<file path="src/rtl/if_neuron_scheduler_if.sv">
// Handshake bundle between current sources, the IF neuron scheduler and the next layer.
interface if_neuron_scheduler_if #(
  parameter int N_NEURONS = 4,
  parameter int W         = 16,
  parameter int IDXW      = $clog2(N_NEURONS)
);
  logic [N_NEURONS-1:0]   req;
  logic [N_NEURONS*W-1:0] cur;
  logic                   clr;
  logic [N_NEURONS-1:0]   gnt;
  logic                   ev_valid;
  logic                   ev_ready;
  logic [IDXW-1:0]        ev_idx;
  logic                   busy;

  modport master (
    output req, cur, clr, ev_ready,
    input  gnt, ev_valid, ev_idx, busy
  );

  modport slave (
    input  req, cur, clr, ev_ready,
    output gnt, ev_valid, ev_idx, busy
  );
endinterface

</file>
<file path="src/rtl/if_neuron_scheduler.sv">
// Integrate-and-fire engine: N neurons share one saturating adder/comparator,
// served round-robin; threshold crossings leave as valid/ready spike events.
module if_neuron_scheduler #(
  parameter int           N_NEURONS   = 4,
  parameter int           W           = 16,
  parameter logic [W-1:0] THRESHOLD   = 16'h8000,
  parameter logic [W-1:0] RESET_LEVEL = 16'h0000,
  parameter int           IDXW        = $clog2(N_NEURONS)
) (
  input logic                 clk,
  input logic                 rst,
  if_neuron_scheduler_if.slave bus
);

  typedef enum logic [1:0] {IDLE, ACC, EMIT} state_t;

  state_t               state, next_state;
  logic [IDXW-1:0]      rr_ptr;
  logic [IDXW-1:0]      win_idx;
  logic [IDXW-1:0]      cand;
  logic                 any_req;
  logic                 take;
  logic [N_NEURONS-1:0] gnt_next;
  logic [W-1:0]         cur_win;
  logic [IDXW-1:0]      idx_p0;
  logic [W-1:0]         cur_p0;
  logic [W-1:0]         sum_p0;
  logic                 fire_p0;
  logic [W-1:0]         mem [N_NEURONS];

  function automatic logic [W-1:0] sat_add(input logic [W-1:0] a, input logic [W-1:0] b);
    logic [W:0] s;
    s = {1'b0, a} + {1'b0, b};
    return s[W] ? {W{1'b1}} : s[W-1:0];
  endfunction

  // Round-robin scan starting just after the last winner.
  always_comb begin
    win_idx  = '0;
    cand     = '0;
    any_req  = 1'b0;
    gnt_next = '0;
    for (int k = 1; k <= N_NEURONS; k++) begin
      cand = IDXW'((int'(rr_ptr) + k) % N_NEURONS);
      if (!any_req && bus.req[cand]) begin
        any_req = 1'b1;
        win_idx = cand;
      end
    end
    gnt_next[win_idx] = 1'b1;
    cur_win = bus.cur[int'(win_idx)*W +: W];
    take    = (state == IDLE) && !bus.clr && any_req;
  end

  always_comb begin
    sum_p0  = sat_add(mem[idx_p0], cur_p0);
    fire_p0 = (sum_p0 >= THRESHOLD);
  end

  always_ff @(posedge clk) begin
    if (rst) state <= IDLE;
    else     state <= next_state;
  end

  always_comb begin
    next_state = state;
    bus.busy   = (state != IDLE);
    case (state)
      IDLE:    if (take) next_state = ACC;
      ACC:     next_state = fire_p0 ? EMIT : IDLE;
      EMIT:    if (bus.ev_ready) next_state = IDLE;
      default: next_state = IDLE;
    endcase
  end

  // Stage p0: latch the winning request for the single-cycle ACC update.
  always_ff @(posedge clk) begin
    if (take) begin
      idx_p0 <= win_idx;
      cur_p0 <= cur_win;
    end
  end

  // Writeback, arbitration pointer and event register; a clr lands last so it overrides writeback.
  always_ff @(posedge clk) begin
    if (rst) begin
      rr_ptr       <= IDXW'(N_NEURONS - 1);
      bus.gnt      <= '0;
      bus.ev_valid <= 1'b0;
      bus.ev_idx   <= '0;
      for (int i = 0; i < N_NEURONS; i++) mem[i] <= RESET_LEVEL;
    end else begin
      bus.gnt <= take ? gnt_next : '0;
      if (take) rr_ptr <= win_idx;
      if (state == ACC) begin
        mem[idx_p0] <= fire_p0 ? RESET_LEVEL : sum_p0;
        if (fire_p0) begin
          bus.ev_valid <= 1'b1;
          bus.ev_idx   <= idx_p0;
        end
      end
      if (state == EMIT && bus.ev_ready) bus.ev_valid <= 1'b0;
      if (bus.clr) begin
        for (int i = 0; i < N_NEURONS; i++) mem[i] <= RESET_LEVEL;
      end
    end
  end

endmodule

</file>
<file path="src/flat_wrapper.sv">
// flat-port wrapper written by rule: the top's interface ports become plain ports
module if_neuron_scheduler_flat 
#(
  parameter int           N_NEURONS   = 4,
  parameter int           W           = 16,
  parameter logic [W-1:0] THRESHOLD   = 16'h8000,
  parameter logic [W-1:0] RESET_LEVEL = 16'h0000,
  parameter int           IDXW        = $clog2(N_NEURONS)
)
  (clk, rst, bus_req, bus_cur, bus_clr, bus_ev_ready, bus_gnt, bus_ev_valid, bus_ev_idx, bus_busy);
  if_neuron_scheduler_if #(.N_NEURONS(N_NEURONS), .W(W), .IDXW(IDXW)) bus_i ();
  input logic clk;
  input logic rst;
  input wire logic [$bits(bus_i.req)-1:0] bus_req;
  input wire logic [$bits(bus_i.cur)-1:0] bus_cur;
  input wire logic [$bits(bus_i.clr)-1:0] bus_clr;
  input wire logic [$bits(bus_i.ev_ready)-1:0] bus_ev_ready;
  output wire logic [$bits(bus_i.gnt)-1:0] bus_gnt;
  output wire logic [$bits(bus_i.ev_valid)-1:0] bus_ev_valid;
  output wire logic [$bits(bus_i.ev_idx)-1:0] bus_ev_idx;
  output wire logic [$bits(bus_i.busy)-1:0] bus_busy;
  assign bus_i.req = bus_req;
  assign bus_i.cur = bus_cur;
  assign bus_i.clr = bus_clr;
  assign bus_i.ev_ready = bus_ev_ready;
  assign bus_gnt = bus_i.gnt;
  assign bus_ev_valid = bus_i.ev_valid;
  assign bus_ev_idx = bus_i.ev_idx;
  assign bus_busy = bus_i.busy;
  if_neuron_scheduler #(.N_NEURONS(N_NEURONS), .W(W), .THRESHOLD(THRESHOLD), .RESET_LEVEL(RESET_LEVEL), .IDXW(IDXW)) u_core (.clk(clk), .rst(rst), .bus(bus_i));
endmodule
</file>
<file path="config.mk">
export PLATFORM = sky130hd
export DESIGN_NAME = if_neuron_scheduler_flat
export DESIGN_NICKNAME = d
export VERILOG_FILES = /design/src/rtl/if_neuron_scheduler_if.sv /design/src/rtl/if_neuron_scheduler.sv /design/src/flat_wrapper.sv
export SDC_FILE = /design/constraint.sdc
export NUM_CORES = 1
export LEC_CHECK = 0
export BUFFER_PORTS_ARGS = -buffer_cell sky130_fd_sc_hd__buf_2
export CORE_MARGIN = 8
export CORE_UTILIZATION = 60
export CTS_BUF_LIST = sky130_fd_sc_hd__clkbuf_8 sky130_fd_sc_hd__clkbuf_16
export CTS_CLUSTER_SIZE = 24
export DETAILED_ROUTE_END_ITERATION = 16
export PLACE_DENSITY = 0.85
export SKIP_LAST_GASP = 1
export SYNTH_ARGS = -nofsm -noshare
export SYNTH_HDL_FRONTEND = slang
export SYNTH_SLANG_ARGS = --single-unit
</file>
<file path="constraint.sdc">
create_clock -name clk -period 7.04 [get_ports clk]
set_input_delay 0.704 -clock clk [delete_from_list [all_inputs] [get_ports clk]]
set_output_delay 0.704 -clock clk [all_outputs]
set_load 0.01 [all_outputs]
</file>
==> flow_summary.toml <==
[timing]
drv_slew = 0
slew_headroom_pct = 31.42
fmax_ghz = 0.2521
finalCritPeriodShare_pct = 56.33
hold_viol = 0
whs_ns = 0.4755
period_minus_slack_ns = 3.966
fin_tns_setup_ns = 0
setup_viol = 0
rsz0062_at_grt = "no"
finClkSkew_ns = 0.01369
worstMarginPinSlew_ns = 1.027

[synth]
syn_area_mm2 = 0.005169
synth_top_cells_by_area = "edfxtp_1 48%, mux4_2 7.0%, dfxtp_1 5.0%"
synth_compound_area_share_pct = 14.62
synth-seq-cells = 95
synth-async-reset-ratio_pct = 0
yosys.area_share.xor_xnor_pct = 2.033
yosys.area.top_type = "edfxtp_1"
synth_top_family_by_area = "compound AO/OA/AOI/OAI gates"
avgSynthCellArea_um2 = 12.05
synth_flop_cell = "edfxtp_1"
yosys_warnings = 0
yosysTopAreaCellShare_pct = 47.64
ys_types = 56
synth-edff-count = 82
synth-simple-area-share_pct = 13.07
synth_fa_ha_area_share_pct = 4.260
netlist_instances = 429
ys_seq_area_share_pct = 52.67
synthMuxAreaShare_pct = 10.29

[hold_path]
hp-start = "u_core.bus.ev_idx[0]"
whs_endpoint = "u_core.bus.ev_idx[0]"
hold-path-cell-count = 1
hold_path_class = "reg2reg"

[routing]
drc = 0
drt_pre_antenna_iters = 5
wirelength_um = 11350
initialDrtViolationCount = 310
vias = 3758
postRouteAntennaNets = 0
via_per_inst = 6.111
wl_per_cell_um = 18.46

[floorplan]
core_area_mm2 = 0.008551
num_rows = 34
die_w_um = 108.8
io_pins = 80
start_util_pct = 60.45
die_y_um = 108.8
dieArea_mm2 = 0.01184

[clock_tree]
cts_resized = 0
clock_latency_ns = 0.37
cts_tree = "built"
cts_setup_buffers = 0
holdBufCountCts = 0
clock_path_buffers = 2
root_buffer = "clkbuf_8"
htreeDepth = 3
path_clk_slew_ns = 0.09
clock-sinks = 95
cts_made_buffers = 9

[cells_and_area]
areaGrowthSynthToFinish_pct = 12.01
finish.net_count = 591
multi_input_area_mm2 = 0.002311
final_common_cell = "edfxtp_1"
layout.area.seq_mm2 = 0.002723
layout_common_cells = "82 x edfxtp_1, 79 x buf_2, 67 x nor2_1"
n_antenna_cell = 0
layout-drive-gt1-share_pct = 24.85
fillers = 595

[placement]
gp_congestion = 0.9494
port_buffers = 79
hpwl_um = 8496

[critical_path]
r2r_end = "u_core.mem[0][6]"
path_class = "reg2reg"
cp.arrival_ns = 4.18
crit_chain = "mux4_2 > ha_1 > fa_1 > a211oi_1 > o21ai_1 > a21o_1 > a221oi_4 > o21ai_2 > nor2_1"
reg2regPathDepth = 9
cp_max_fo = 16
cpPeakStageDelay_ns = 1.01
r2r_setup_slack_ns = 3.07
cp.required_ns = 7.25
start_kind = "flip-flop"
endpoint_kind = "flip-flop"
cp_slowest_cell = "dfxtp_1"

[run]
drv_cap = 0

[global_route]
grt_antenna_before_repair = 0
grt_pass1_wl_um = 18270
grt_pass1_vias = 3772
grt_max_degree = 53
gr-usage-all-layers_pct = 20.17
grt_overflow = 0

[power]
powerDensity_mw_per_mm2 = 256.6
p_leak_nw = 2.419
peakVddDrop_mv = 0.1334

[status]
outcome = "complete, no violations"
-- stage by stage --
stage	utilization [%]	instance area, µm²	worst slack, ns	power (mW)	cells
after global placement	65.51	5602	3.154	1.124	599
after global routing	67.71	5789	2.734	1.551	615
after floorplan	-	5180	3.704	1.028	432
after CTS	67.71	5789	3.041	1.474	615
final	67.71	5789	3.074	1.486	615
after detailed placement	65.51	5602	3.105	1.137	599
-- worst max-delay path by stage --
stage / end / slack, ns
after floorplan: u_core.mem[1][11] / 3.70
after global placement: u_core.mem[0][3] / 3.15
after detailed placement: u_core.mem[0][13] / 3.11
after CTS: u_core.mem[0][6] / 3.04
after global routing: u_core.mem[0][13] / 2.73
final: u_core.mem[0][6] / 3.07
-- report_power, final --
group	switching, mW	leakage (nW)	total, mW	internal [mW]
sequential	0.0317	0.988	0.690	0.658
clock	0.189	0.0919	0.350	0.161
combinational	0.271	1.34	0.446	0.175
-- critical path: cells and delay by family, from the launching register on --
family | cells | cell delay [ns]
flops | 1 | 1.01
compound gates | 5 | 1.31
mux | 1 | 0.62
simple gates | 1 | 0.19
fa+ha+maj | 2 | 0.67
-- cells in the mapped netlist (all sizes together) (3+ instances only) --
master and n:
edfxtp 82, nor2 67, a21oi 34, nor2b 20
a211oi 19, ha 16, mux2i 16, mux4 16
buf 15, and3 14, dfxtp 13, o21ai 13
nand2 12, a21o 11, clkbuf 7, xor2 7
inv 6, nor3 5, o211ai 5, xnor2 5
or3 4, a211o 3, a31o 3, a31oi 3
nand2b 3, nor4 3
-- cells by family after synthesis --
logic type | count (synthesis)
mux | 33
xor+xnor | 12
other cells | 1
simple gates | 138
flops | 95
buf+inv | 28
fa+ha+maj | 17
compound gates | 105
-- routing by layer --
| metal | up-vias | part of all wire (%) | GRT usage [%] | wire length, µm |
|---|---|---|---|---|
| met1 | 1734 | 43 | 26.77 | 4897 |
| li1 | 1778 | - | - | - |
| met2 | 220 | 46 | 31.43 | 5207 |
| met3 | 26 | 9.2 | 5.378 | 1042 |
| met4 | 0 | 1.8 | 7.136 | 206 |
| met5 | - | 0 | 0 | 0 |
-- sequential cells by signal, indices dropped and copies added, names as in the netlist, named ones only --
name	count
u_core.idx_p0	2
u_core.cur_p0	16
u_core.mem	64
u_core.bus.ev_idx	2
u_core.rr_ptr	2
u_core.bus.gnt	4
u_core.bus.ev_valid	1
u_core.state	2
-- cell type report --
type                            count  share of cell area, %
Sequential cell                    95                  47.03
Multi-Input combinational cell    309                  39.92
Timing Repair Buffer               81                  7.089
Tap cell                          108                  2.334
Clock buffer                        9                  2.140
Clock inverter                      7                  1.102
Inverter                            6                 0.3890
(Power assumes the default switching activity.)
